$ cat src/rtl/clk_div_prog.sv
// Programmable integer clock divider (N = 2..2^DIV_W-1) with glitch-free
// ratio and enable changes applied only on period boundaries.
module clk_div_prog #(
  parameter int DIV_W   = 4,
  parameter int DIV_RST = 2
) (
  input  logic             clk_in,
  input  logic             reset,
  input  logic             en,
  input  logic [DIV_W-1:0] div_val,
  input  logic             load,
  output logic             clk_out,
  output logic             clk_out_n,
  output logic             tick,
  output logic             ack,
  output logic             cfg_err
);

  // state | meaning
  // IDLE  | stopped, clk_out held low, counter parked at 0
  // RUN   | counting 0..N-1; high while cnt < ceil(N/2)
  typedef enum logic {IDLE, RUN} state_t;

  state_t           state, state_nx;
  logic [DIV_W-1:0] cnt, cnt_nx;
  logic [DIV_W-1:0] div, div_nx;
  logic [DIV_W-1:0] pend, pend_nx;
  logic             pend_vld, pend_vld_nx;
  logic             clk_nx, tick_nx, ack_nx, err_nx;

  logic [DIV_W-1:0] load_val;
  logic [DIV_W-1:0] cnt_inc;
  logic [DIV_W:0]   hi;
  logic             bad_val;
  logic             boundary;

  always_ff @(posedge clk_in) begin
    if (!reset) begin
      state     <= IDLE;
      cnt       <= '0;
      div       <= DIV_W'(DIV_RST);
      pend      <= '0;
      pend_vld  <= 1'b0;
      clk_out   <= 1'b0;
      clk_out_n <= 1'b1;
      tick      <= 1'b0;
      ack       <= 1'b0;
      cfg_err   <= 1'b0;
    end else begin
      state     <= state_nx;
      cnt       <= cnt_nx;
      div       <= div_nx;
      pend      <= pend_nx;
      pend_vld  <= pend_vld_nx;
      clk_out   <= clk_nx;
      clk_out_n <= ~clk_nx;
      tick      <= tick_nx;
      ack       <= ack_nx;
      cfg_err   <= err_nx;
    end
  end

  // Divisors below 2 are clamped to 2 and flagged.
  assign bad_val  = (div_val < DIV_W'(2));
  assign load_val = bad_val ? DIV_W'(2) : div_val;
  assign cnt_inc  = cnt + DIV_W'(1);
  assign hi       = ({1'b0, div} + (DIV_W+1)'(1)) >> 1;
  assign boundary = (cnt == (div - DIV_W'(1)));

  always_comb begin
    state_nx    = state;
    cnt_nx      = cnt;
    div_nx      = div;
    pend_nx     = pend;
    pend_vld_nx = pend_vld;
    clk_nx      = clk_out;
    tick_nx     = 1'b0;
    ack_nx      = 1'b0;
    err_nx      = load & bad_val;

    case (state)
      IDLE: begin
        cnt_nx = '0;
        clk_nx = 1'b0;
        // No clock is running, so a new ratio can take effect at once.
        if (load) begin
          div_nx      = load_val;
          ack_nx      = 1'b1;
          pend_vld_nx = 1'b0;
        end else if (pend_vld) begin
          div_nx      = pend;
          ack_nx      = 1'b1;
          pend_vld_nx = 1'b0;
        end
        if (en) begin
          state_nx = RUN;
          clk_nx   = 1'b1;
          tick_nx  = 1'b1;
        end
      end
      default: begin
        if (boundary) begin
          if (pend_vld) begin
            div_nx      = pend;
            pend_vld_nx = 1'b0;
            ack_nx      = 1'b1;
          end
          cnt_nx = '0;
          if (en) begin
            clk_nx  = 1'b1;
            tick_nx = 1'b1;
          end else begin
            state_nx = IDLE;
            clk_nx   = 1'b0;
          end
        end else begin
          cnt_nx = cnt_inc;
          clk_nx = ({1'b0, cnt_inc} < hi);
        end
        // A load on the boundary cycle lands after the old value is applied.
        if (load) begin
          pend_nx     = load_val;
          pend_vld_nx = 1'b1;
        end
      end
    endcase
  end

endmodule

$ cat config.mk
export PLATFORM = sky130hd
export DESIGN_NAME = clk_div_prog
export DESIGN_NICKNAME = d
export VERILOG_FILES = /design/src/rtl/clk_div_prog.sv
export SDC_FILE = /design/constraint.sdc
export NUM_CORES = 1
export LEC_CHECK = 0
export ABC_AREA = 1
export ABC_CLOCK_PERIOD_IN_PS = 3500
export BUFFER_PORTS_ARGS = -buffer_cell sky130_fd_sc_hd__buf_2
export CAP_MARGIN = 10
export CORE_ASPECT_RATIO = 1.2
export CORE_MARGIN = 2
export CORE_UTILIZATION = 40
export CTS_CLUSTER_DIAMETER = 120
export DETAILED_ROUTE_END_ITERATION = 7
export RECOVER_POWER = 25
export SYNTH_ARGS = -nofsm -noshare
export SYNTH_HDL_FRONTEND = slang
export SYNTH_SLANG_ARGS = --single-unit
export TNS_END_PERCENT = 1
$ cat constraint.sdc
create_clock -name clk_in -period 3.5 [get_ports clk_in]
set_input_delay 0.35 -clock clk_in [delete_from_list [all_inputs] [get_ports clk_in]]
set_output_delay 0.35 -clock clk_in [all_outputs]
set_load 0.005 [all_outputs]
Word level (Yosys, flattened, before mapping) --
Index checks and enable logic that the tools add are counted. W data, S select, Z words.
Storage, ports and cells: latch bits 0, register bits after elaboration 19, word-level logic and storage cells 43, bits in writable memories 0, output and inout bits 5, input bits 8, memory bits (read-only) 0, memories kept 0
Cells by class: shifts and indexed selects 0, eq/ne operators 2, add/sub/neg operators 3, mux-type cells 18, bitwise gates (word level) 4, $mul 0, magnitude comparators 2, reduce and logical (&&, ||, !) cells 4, div/mod/pow operators 0
Operators with widths (count):
- $mux W4 | 5
- $mux W1 | 13
- $add A4 B1 Y5 const B | 1
- $add A4 B1 Y4 const B | 1
- $eq A4 B4 Y1 | 1
- $lt A4 B2 Y1 const B | 1
- $lt A4 B4 Y1 | 1
- $reduce_and A2 Y1 | 2
- $sub A4 B1 Y4 const B | 1
- $not A1 Y1 | 3
- $reduce_or A3 Y1 | 1
- $ne A2 B1 Y1 const B | 1
- $reduce_bool A2 Y1 | 1
- $and A1 B1 Y1 | 1

Depth between registers and ports, before layout --
Gate-level depths: netlist of the first run.
word-level depth 5, gate-level depth with buffers 11, depth with buffers taken out 11

Worst setup path before layout of the first run --
Ideal clock, no wire load.
path kind register to register, start register cnt[0], end register clk_out_n, slack 1.965 ns, data arrival time 1.418 ns, library setup time 0.117 ns, data required time 3.383 ns, period minus slack after synthesis 1.535 ns, path buffers 0, stages on the path, launching flop included 9, cells stage by stage dfxtp_1 ha_1 or2_2 nand2_1 ha_1 nand2_1 o21a_1 nand3b_1 nand2_1
Between the ends: cells in the longest elaborated chain, start to end 5, elaborated cells on any way between the ends 6, those cells by class add/sub: 1; order compare: 1; eq/ne: 1; mux: 2; bitwise: 1
RTL lines:
- start: declaration | line 25 | logic [DIV_W-1:0] cnt, cnt_nx;
- start signal: assignment | line 51 | cnt <= cnt_nx;
- $add A4 B1 Y4 | line 66 | assign cnt_inc = cnt + DIV_W'(1);
- named net cnt_inc[2] | line 32 | logic [DIV_W-1:0] cnt_inc;
- $lt A4 B4 Y1 | line 118 | clk_nx = ({1'b0, cnt_inc} < hi);
- $mux W1 | line 102 | if (boundary) begin
- $mux W1 | line 81 | case (state)
- $not A1 Y1 | line 56 | clk_out_n <= ~clk_nx;
- end signal: assignment | line 56
- end: declaration | line 13 | output logic clk_out_n,
The timed path passes the listed nets, and every way through them passes these cells. A chain may end at the register's enable or synchronous reset.

Worst setup path after layout of the first run --
Same ends and word-level chain as after synthesis.

==> flow_summary.yaml, run 1 <==
cts:
  cts.clk_slew.worst_paths_ns: 0.11
  root_buffer: "clkbuf_4"
  postCtsHoldBufs: 0
  cts_buffer_depth: 2
  post_cts_buffers: 0
  cts_sinks: 19
  cts_tree: "done"
  clk_latency_ns: 0.30
  cts_resized: 0
  numCtsBuffers: 3
  htreeDepth: 1
setup_path:
  cp-start-kind: "register"
  worstPathArrival_ns: 1.92
  path_cells: "nand3_1, xor2_1, inv_1, ha_1, a21oi_1, o21a_1, nand3b_1, nand2_1"
  crit_slowest_cell: "dfxtp_1"
  cp_slowest_stage_delay_ns: 0.45
  crit_required_ns: 3.71
  crit_path_end_kind: "register"
  worstSetupPathType: "reg -> reg"
  cp_max_fo: 6
timing:
  rsz0062_at_grt: "false"
  hold_viol_final: 0
  fin_skew_ns: 0.001647
  period_share: 0.4890
  timing.slew.headroom: 0.6700
  tightest_slew_ns: 0.4931
  slew_violations: 0
  max_freq_mhz: 584.3
  fin_ws_ns: 1.788
  setup_violations: 0
  fin_setup_tns_ns: 0
  min_period_ns: 1.712
flow_run:
  max-cap-violations: 0
final_layout:
  final_common_cell: "nand2_1"
  layout.nets: 174
  seqCellArea_um2: 380.4
  area_growth_pct: 9.727
  final_cell_mix: "34 x nand2_1, 19 x dfxtp_1, 16 x inv_1"
  fill_cells: 274
  diodes: 0
  fin_cells: 192
  drive_above_1_share: 0.1572
  multi_input_area_um2: 583.1
power:
  powerDensity_mw_per_mm2: 432.3
  vdd_drop_max_v: 0.0002499
  leakage_nw: 0.5507
grt:
  antenna_found_initial: 0
  grt_max_degree: 14
  met2_usage: 0.2951
  met3_usage: 0.03250
  grt_pass1_vias: 863
  grt_overflow_total: 0
  grt_first_pass_wirelength_mm: 3.698
  grtUsageMet1: 0.1899
  grt_use_total: 0.1660
  top_usage_layer: "met2"
die:
  die_h_um: 60.25
  ioPinCount: 13
  rows: 20
  dieWidth_um: 50.88
  core_mm2: 0.002527
  die_area_mm2: 0.003065
  start_util: 0.4173
place:
  numPortBuffers: 12
  hpwlAfterDp_mm: 1.709
  preCtsSetupSlack_ns: 1.813
  dp.cells: 188
  place.gp.congestion: 0.7947
detailed_routing:
  vias: 897
  wl_mm: 2.115
  post-route-drc-count: 0
  via_per_inst: 4.672
  drt_iter0_drc: 18
  antenna_left: 0
  dr.pass1.iters: 4
  routedWlPerCell_um: 11.02
synthesis:
  async_reset_ff_frac: 0
  syn_area_mm2: 0.001055
  synth-edff-count: 0
  syn_nets: 159
  yosys_warnings: 0
  syn-instance-count: 145
  ys_seq_elements: 19
  ys_types: 27
  synth_flop_cell: "dfxtp_1"
  yosysSeqAreaShare: 0.3606
  syn_area_per_cell_um2: 7.274
status:
  status: "finished, final reports clean"
min_path:
  hold_class: "in -> reg"
==> final cells by class <==
cell class                      instances  share of cell area
Multi-Input combinational cell        105              0.5038
Timing Repair Buffer                   12             0.04541
Sequential cell                        19              0.3286
Tap cell                               33             0.03568
Clock buffer                            3             0.01946
Inverter                               19             0.06270
Clock inverter                          1            0.004324
==> power breakdown <==
group          total, mW  internal [mW]  switching [mW]  leakage (nW)
registers          0.256          0.236          0.0201         0.156
clock network      0.113         0.0427          0.0708        0.0177
logic              0.131         0.0534          0.0778         0.377
==> registers in the layout (all words and copies together) (netlist names) <==
register and flops:
ack 1, cfg_err 1, clk_out 1, clk_out_n 1, cnt 4, div 4, pend 4, pend_vld 1
state 1, tick 1
==> worst max-delay path, delay by kind of cell, from the launching register on <==
family | cells | cell delay (ns)
flip-flops | 1 | 0.45
adder cells (fa/ha/maj) | 1 | 0.31
AO/OA/AOI/OAI | 2 | 0.30
AND/OR/NAND/NOR | 3 | 0.28
XOR/XNOR | 1 | 0.20
buffers and inverters | 1 | 0.07
==> logic make-up (layout without fill, tap and decap cells) <==
logic type                 count (synthesis)  count (layout)  share of synthesized area
and+or+nand+nor                           74              74                     0.3404
xor gates and xnor gates                   4               4                    0.03322
adders and majority gates                  6               6                    0.07117
DFF                                       19              19                     0.3606
AOI/OAI and AO/OA                         21              21                     0.1079
buffers and inverters                     21              35                    0.08660
==> cells in the mapped netlist, types with 2 or more instances <==
| library cell | number | area share |
|---|---|---|
| a21oi_1 | 8 | 0.038 |
| o21ai_0 | 9 | 0.043 |
| nand3_1 | 15 | 0.071 |
| nand2_1 | 34 | 0.12 |
| nand2_2 | 4 | 0.024 |
| ha_1 | 6 | 0.071 |
| inv_1 | 16 | 0.057 |
| inv_2 | 2 | 0.0071 |
| nor2_1 | 12 | 0.043 |
| dfxtp_1 | 19 | 0.36 |
| xnor2_1 | 2 | 0.017 |
| xor2_1 | 2 | 0.017 |
| nand2_4 | 2 | 0.021 |
==> metrics by stage <==
step	cell area, um^2	hold WS (ns)	power (mW)	utilization
3_3_place_gp	1137	0.4452	0.3916	0.4500
2_1_floorplan	1055	0.4288	0.3621	-
4_1_cts	1165	0.2916	0.5063	0.4609
6_report	1157	0.2915	0.5003	0.4579
5_1_grt	1157	0.2945	0.5337	0.4579
3_5_place_dp	1137	0.4491	0.3941	0.4500
==> final timing paths <==
path	start	to	cells after the start	slack, ns
max reg2reg	cnt[0]	clk_out_n	8	1.79
min	en	tick	3	0.29
max	cnt[0]	clk_out_n	8	1.79
min reg2reg	pend[2]	pend[2]	2	0.46
==> routing by layer <==
layer,part of all wire,wire [um]
met4,0.021,45
met3,0.030,63
met1,0.45,952
met2,0.50,1053
met5,0,0
Power figures use the tool's default switching activity.
==> run 2, diff against run 1 <==
- ABC_AREA: 1 -> 0
- ABC_CLOCK_PERIOD_IN_PS: 3500 -> 1600
- clock period: 3.5 -> 1.6 ns (I/O delays scaled with it)
==> run 2 against run 1 <==
Effect of this change: first-iteration DRC count is 5.6% higher; worst hold slack worse by 0.15 ns; clock skew is essentially flat; core utilization is 7.6 points higher; largest power group unchanged.
==> flow_summary.yaml, run 2 <==
synthesis:
  synth.area.top_cells: "dfxtp_1 36%, ha_1 7.2%, o211ai_1 3.6%"
  synth_flop_cell: "dfxtp_1"
  synth-edff-count: 0
  syn_nets: 124
  ys_types: 34
  yosys_warnings: 0
  syn-instance-count: 110
  syn_area_per_cell_um2: 9.475
  synth-compound-area-share: 0.1813
  synth_area_leader_cell: "dfxtp_1"
  synth_fa_ha_area_frac: 0.07203
  synth_xor_area_frac: 0.1116
  yosysMostFrequentCell: "dfxtp_1"
  synth_top_family_by_area: "compound AO/OA/AOI/OAI gates"
  async_reset_ff_frac: 0
  yosys.area.top_type_share: 0.3649
  yosysSeqAreaShare: 0.3649
  muxShareOfSynthArea: 0.06122
  synth-simple-area-share: 0.1801
  ys_seq_elements: 19
  synth_commonest_cells: "19 x dfxtp_1, 8 x nand2_1, 7 x nand3_1"
  syn_area_mm2: 0.001042
setup_path:
  crit_required_ns: 1.80
  rr_endpoint: "clk_out_n"
  path_buf_inv: 0
  rr_worst_depth: 6
  timing.rr.start: "div[0]"
  crit_path_end_kind: "register"
  path_cells: "ha_1, xnor2_1, ha_1, a211oi_2, o21bai_1, o22a_1"
  worstPathArrival_ns: 1.79
  rrSetupSlack_ns: 0.01
  crit_slowest_cell: "dfxtp_4"
  cp_slowest_stage_delay_ns: 0.38
  crit_top_cell: "ha_1"
  worstSetupPathType: "reg -> reg"
  cp-start-kind: "register"
  cp_max_fo: 5
  cp_top_family: "adder cells"
power:
  leakage_nw: 0.5891
  vdd_drop_max_v: 0.0005674
  powerDensity_mw_per_mm2: 1019
final_layout:
  diodes: 0
  layout.nets: 153
  final_core_util: 0.5340
  multi_input_area_um2: 681.9
  design_area_mm2: 0.001336
  drive_above_1_share: 0.3696
  final_cell_mix: "17 x buf_4, 15 x dfxtp_1, 11 x buf_2"
  final_common_cell: "buf_4"
  area_growth_pct: 28.21
  fin_cells: 171
  reg.largest.list: "cnt (4), div (4), pend (4)"
  seqCellArea_um2: 387.9
  fill_cells: 246
die:
  rows: 20
  core_mm2: 0.002502
  ioPinCount: 13
  die_h_um: 59.92
  start_util: 0.4165
  dieWidth_um: 50.60
  die_area_mm2: 0.003031
timing:
  fin_setup_tns_ns: 0
  timing.slew.headroom: 0.7636
  rsz0062_at_grt: "true"
  tightest_slew_ns: 0.3521
  fin_ws_ns: 0.01421
  period_share: 0.9911
  hold_viol_final: 0
  min_period_ns: 1.586
  fin_skew_ns: 0.001685
  slew_violations: 0
  setup_violations: 0
  max_freq_mhz: 630.6
cts:
  cts_buffer_depth: 2
  numCtsBuffers: 3
  postCtsHoldBufs: 0
  cts.clk_slew.worst_paths_ns: 0.11
  htreeDepth: 1
  cts_tree: "done"
  cts_sinks: 19
  root_buffer: "clkbuf_4"
  clk_latency_ns: 0.29
grt:
  grt_pass1_vias: 898
  grt_max_degree: 19
  grt_use_total: 0.1748
  antenna_found_initial: 0
  grt_first_pass_wirelength_mm: 3.981
  grt_overflow_total: 0
place:
  hpwlAfterDp_mm: 1.790
  placed_area_mm2: 0.001267
  preCtsSetupSlack_ns: -0.02276
  numPortBuffers: 12
  dp.cells: 165
  place.gp.congestion: 0.8037
detailed_routing:
  via_per_inst: 5.211
  drt_iter0_drc: 19
  antenna_left: 0
  post-route-drc-count: 0
  routedWlPerCell_um: 13.12
  wl_mm: 2.244
  dr.pass1.iters: 4
  vias: 891
min_path:
  holdPathEnd: "state"
  hold_depth: 3
  hold_class: "in -> reg"
  hp-start: "en"
flow_run:
  max-cap-violations: 0
status:
  status: "finished, final reports clean"
-- run 2: changes by cell type after synthesis, moves of 6 or more --
cell,change
inv_1,-13
nor2_1,-7
nand3_1,-8
nand2_1,-26
a21oi_1,-7
o21ai_0,-6
-- run 2: per-layer routing --
layer | global-route usage | vias to the layer above | share of wire | wire length, um
met1 | 0.2088 | 422 | 0.43 | 974
li1 | - | 454 | - | -
met3 | 0.01500 | 2 | 0.020 | 45
met2 | 0.3233 | 13 | 0.54 | 1203
met5 | 0 | - | 0 | 0
met4 | 0.06950 | 0 | 0.0094 | 21
-- run 2: area by class of cell --
class	instances	area share
repair buffers	29	0.1395
well taps	33	0.03090
clock inverters	1	0.003745
flip-flops and latches	19	0.2903
clock buffers	3	0.01685
inverters	3	0.008427
multi-input cells	83	0.5103
-- run 2: worst max path at each step --
stage / from / endpoint / slack, ns / depth (start not counted)
4_1_cts: div[0] / clk_out_n / -0.02 / 6
6_report: div[0] / clk_out_n / 0.01 / 6
5_1_grt: div[1] / clk_out_n / -0.08 / 7
3_3_place_gp: div[1] / clk_out_n / 0.02 / 6
2_1_floorplan: div[0] / clk_out / 0.0009 / 6
3_5_place_dp: div[0] / clk_out / -0.02 / 7
-- run 2: cells by family (layout without fill, tap and decap cells) --
| kind of cell | Yosys count | count (layout) |
|---|---|---|
| simple gates | 36 | 36 |
| flops | 19 | 19 |
| compound gates | 25 | 25 |
| mux | 6 | 6 |
| buf+inv | 8 | 36 |
| xor+xnor | 10 | 10 |
| fa+ha+maj | 6 | 6 |
-- run 2: report_power, final --
| group | switching (mW) | total, mW | internal (mW) |
|---|---|---|---|
| clock | 0.150 | 0.243 | 0.0930 |
| combinational | 0.274 | 0.557 | 0.283 |
| sequential | 0.0343 | 0.561 | 0.526 |
-- run 2: worst reg2reg max path, cell delays in order, from the launching register on --
cell	delay (ns)
dfxtp_4	0.38
ha_1	0.23
xnor2_1	0.13
ha_1	0.28
a211oi_2	0.18
o21bai_1	0.11
o22a_1	0.18
-- run 2: repair_timing --
action / in CTS / in global routing
setup buffers: 2 / 0
gates resized for setup: 0 / 10
pin swaps: 1 / 4
endpoints found under the hold margin: 0 / 0
cloned: 0 / 0
endpoints found under the setup margin: 7 / 14
-- run 2: per-stage QoR --
stage | total power, mW | hold slack, ns
after floorplan | 0.8827 | 0.3161
after global placement | 1.055 | 0.4497
after detailed placement | 1.073 | 0.4516
after CTS | 1.338 | 0.1421
after global routing | 1.457 | 0.1702
final | 1.361 | 0.1427
==> run 3, diff against run 2 <==
- CORE_UTILIZATION: 40 -> 55
- PLACE_DENSITY: default -> 0.76
==> run 3 against run 2 <==
Effect of this change: the run now ends with setup timing left; global-route usage is 5.6 points higher; core utilization is 24 points higher; clock skew hardly changed; final cell count is 6.4% lower; sequential power is 2% higher; worst hold slack worse by 0.0039 ns; combinational power is 18% higher; sequential share of layout area is 0.89 points lower; count of clock-buffer cells in the layout stayed put; largest power group is now combinational logic.
==> flow_summary.yaml, run 3 (same netlist as run 2, synthesis figures left out) <==
place:
  numPortBuffers: 12
  place.gp.congestion: 0.7991
  preCtsSetupSlack_ns: -0.05117
  hpwlAfterDp_mm: 1.678
timing:
  hold_viol_final: 0
  min_period_ns: 1.624
  setup_violations: 3
  fin_skew_ns: 0.001360
  tightest_slew_ns: 0.3708
  timing.slew.headroom: 0.7510
  period_share: 1.015
  rsz0062_at_grt: "true"
  fin_ws_ns: -0.02421
  slew_violations: 0
  max_freq_mhz: 615.7
final_layout:
  final_common_cell: "buf_4"
  diodes: 0
  area_growth_pct: 33.97
  final_core_util: 0.7723
  drive_above_1_share: 0.4184
  layout.nets: 156
  reg.largest.list: "cnt (4), div (4), pend (4)"
  final_cell_mix: "18 x buf_4, 13 x dfxtp_1, 10 x buf_2"
setup_path:
  rr_endpoint: "clk_out"
  worstSetupPathType: "reg -> reg"
  cp-start-kind: "register"
  crit_slowest_cell: "dfxtp_4"
  crit_path_end_kind: "register"
  rrSetupSlack_ns: -0.02
  cp_max_fo: 6
  cp_slowest_stage_delay_ns: 0.40
  cp.depth: 7
  cp-endpoint: "clk_out"
  path_cells: "inv_4, ha_4, xor2_4, nand3_4, o211ai_1, buf_4, o22ai_1"
  crit_path_start: "div[1]"
  rr_worst_depth: 7
  timing.rr.start: "div[1]"
  worstPathArrival_ns: 1.82
  cp_top_family: "flip-flops"
  path_buf_inv: 2
  crit_required_ns: 1.80
power:
  total_power_mw: 1.479
  vdd_drop_max_v: 0.0007147
  leakage_nw: 0.6170
  powerDensity_mw_per_mm2: 1059
status:
  status: "finished with violations"
  failed_checks: "setup timing"
detailed_routing:
  via_per_inst: 5.825
  drt_iter0_drc: 20
  wl_mm: 2.561
  post-route-drc-count: 0
  routedWlPerCell_um: 16.01
  antenna_left: 0
  dr.pass1.iters: 6
  vias: 932
cts:
  postCtsHoldBufs: 0
  cts_buffer_depth: 2
  cts_tree: "done"
  numCtsBuffers: 3
  clk_latency_ns: 0.31
  cts.clk_slew.worst_paths_ns: 0.11
  root_buffer: "clkbuf_4"
  htreeDepth: 1
  cts_sinks: 19
die:
  die_area_mm2: 0.002261
  start_util: 0.5765
  die_h_um: 51.69
  dieWidth_um: 43.74
  core_mm2: 0.001808
  rows: 17
  ioPinCount: 13
grt:
  grt_first_pass_wirelength_mm: 3.898
  antenna_found_initial: 0
  grt_use_total: 0.2307
  grt_pass1_vias: 877
  grt_overflow_total: 0
  grt_max_degree: 19
flow_run:
  max-cap-violations: 0
min_path:
  hold_class: "in -> reg"
run 3: changes by cell type in the layout (fill, tap and decap cells not counted), moves of 2 or more:
cell,change
xnor2_2,+2
xnor2_1,-2
dfxtp_1,-2
buf_6,+2
run 3: through the flow:
stage / hold slack (ns) / TNS (ns) / instances / instance area (um^2)
after floorplan: 0.3161 / 0 / 110 / 1072
after global placement: 0.4424 / 0 / 148 / 1227
after detailed placement: 0.4314 / -0.09788 / 148 / 1227
after CTS: 0.1299 / 0 / 154 / 1287
after global routing: 0.1538 / -0.4871 / 160 / 1396
final: 0.1388 / -0.04112 / 160 / 1396
run 3: power breakdown:
part	internal, mW	switching, mW
Combinational	0.340	0.316
Sequential	0.529	0.0423
Clock	0.0935	0.159
run 3: worst register-to-register path, cell delays in order, from the launching register on:
cell and delay (ns):
dfxtp_4 0.40, inv_4 0.05, ha_4 0.29, xor2_4 0.20, nand3_4 0.13, o211ai_1 0.19, buf_4 0.18, o22ai_1 0.09
run 3: repair_timing:
item                       4_1_cts  5_1_grt
hold endpoints to repair         0        0
gates resized for setup          4       17
pin swaps                        3       10
setup endpoints to repair        5       14
setup buffers                    2        6
run 3: worst min path at each step:
stage                     start       to  depth (start not counted)
after global placement       en    state                          3
after detailed placement     en    state                          3
after global routing         en    state                          3
after floorplan            load  pend[2]                          2
after CTS                    en    state                          3
final                        en    state                          3
run 3: routing by layer:
| metal | vias up | track usage | part of all wire |
|---|---|---|---|
| li1 | 464 | - | - |
| met3 | 6 | 0.02083 | 0.025 |
| met1 | 439 | 0.2773 | 0.43 |
| met4 | 0 | 0.09596 | 0.030 |
| met2 | 23 | 0.4118 | 0.52 |
| met5 | - | 0 | 0 |
run 3: layout make-up:
class | instances | area [um^2]
multi-input combinational | 83 | 723.2
fill | 131 | 411.6
sequential | 19 | 392.9
timing repair buffer | 32 | 215.2
tap | 19 | 23.77
clock buffer | 3 | 22.52
inverter | 3 | 13.76
clock inverter | 1 | 5.005
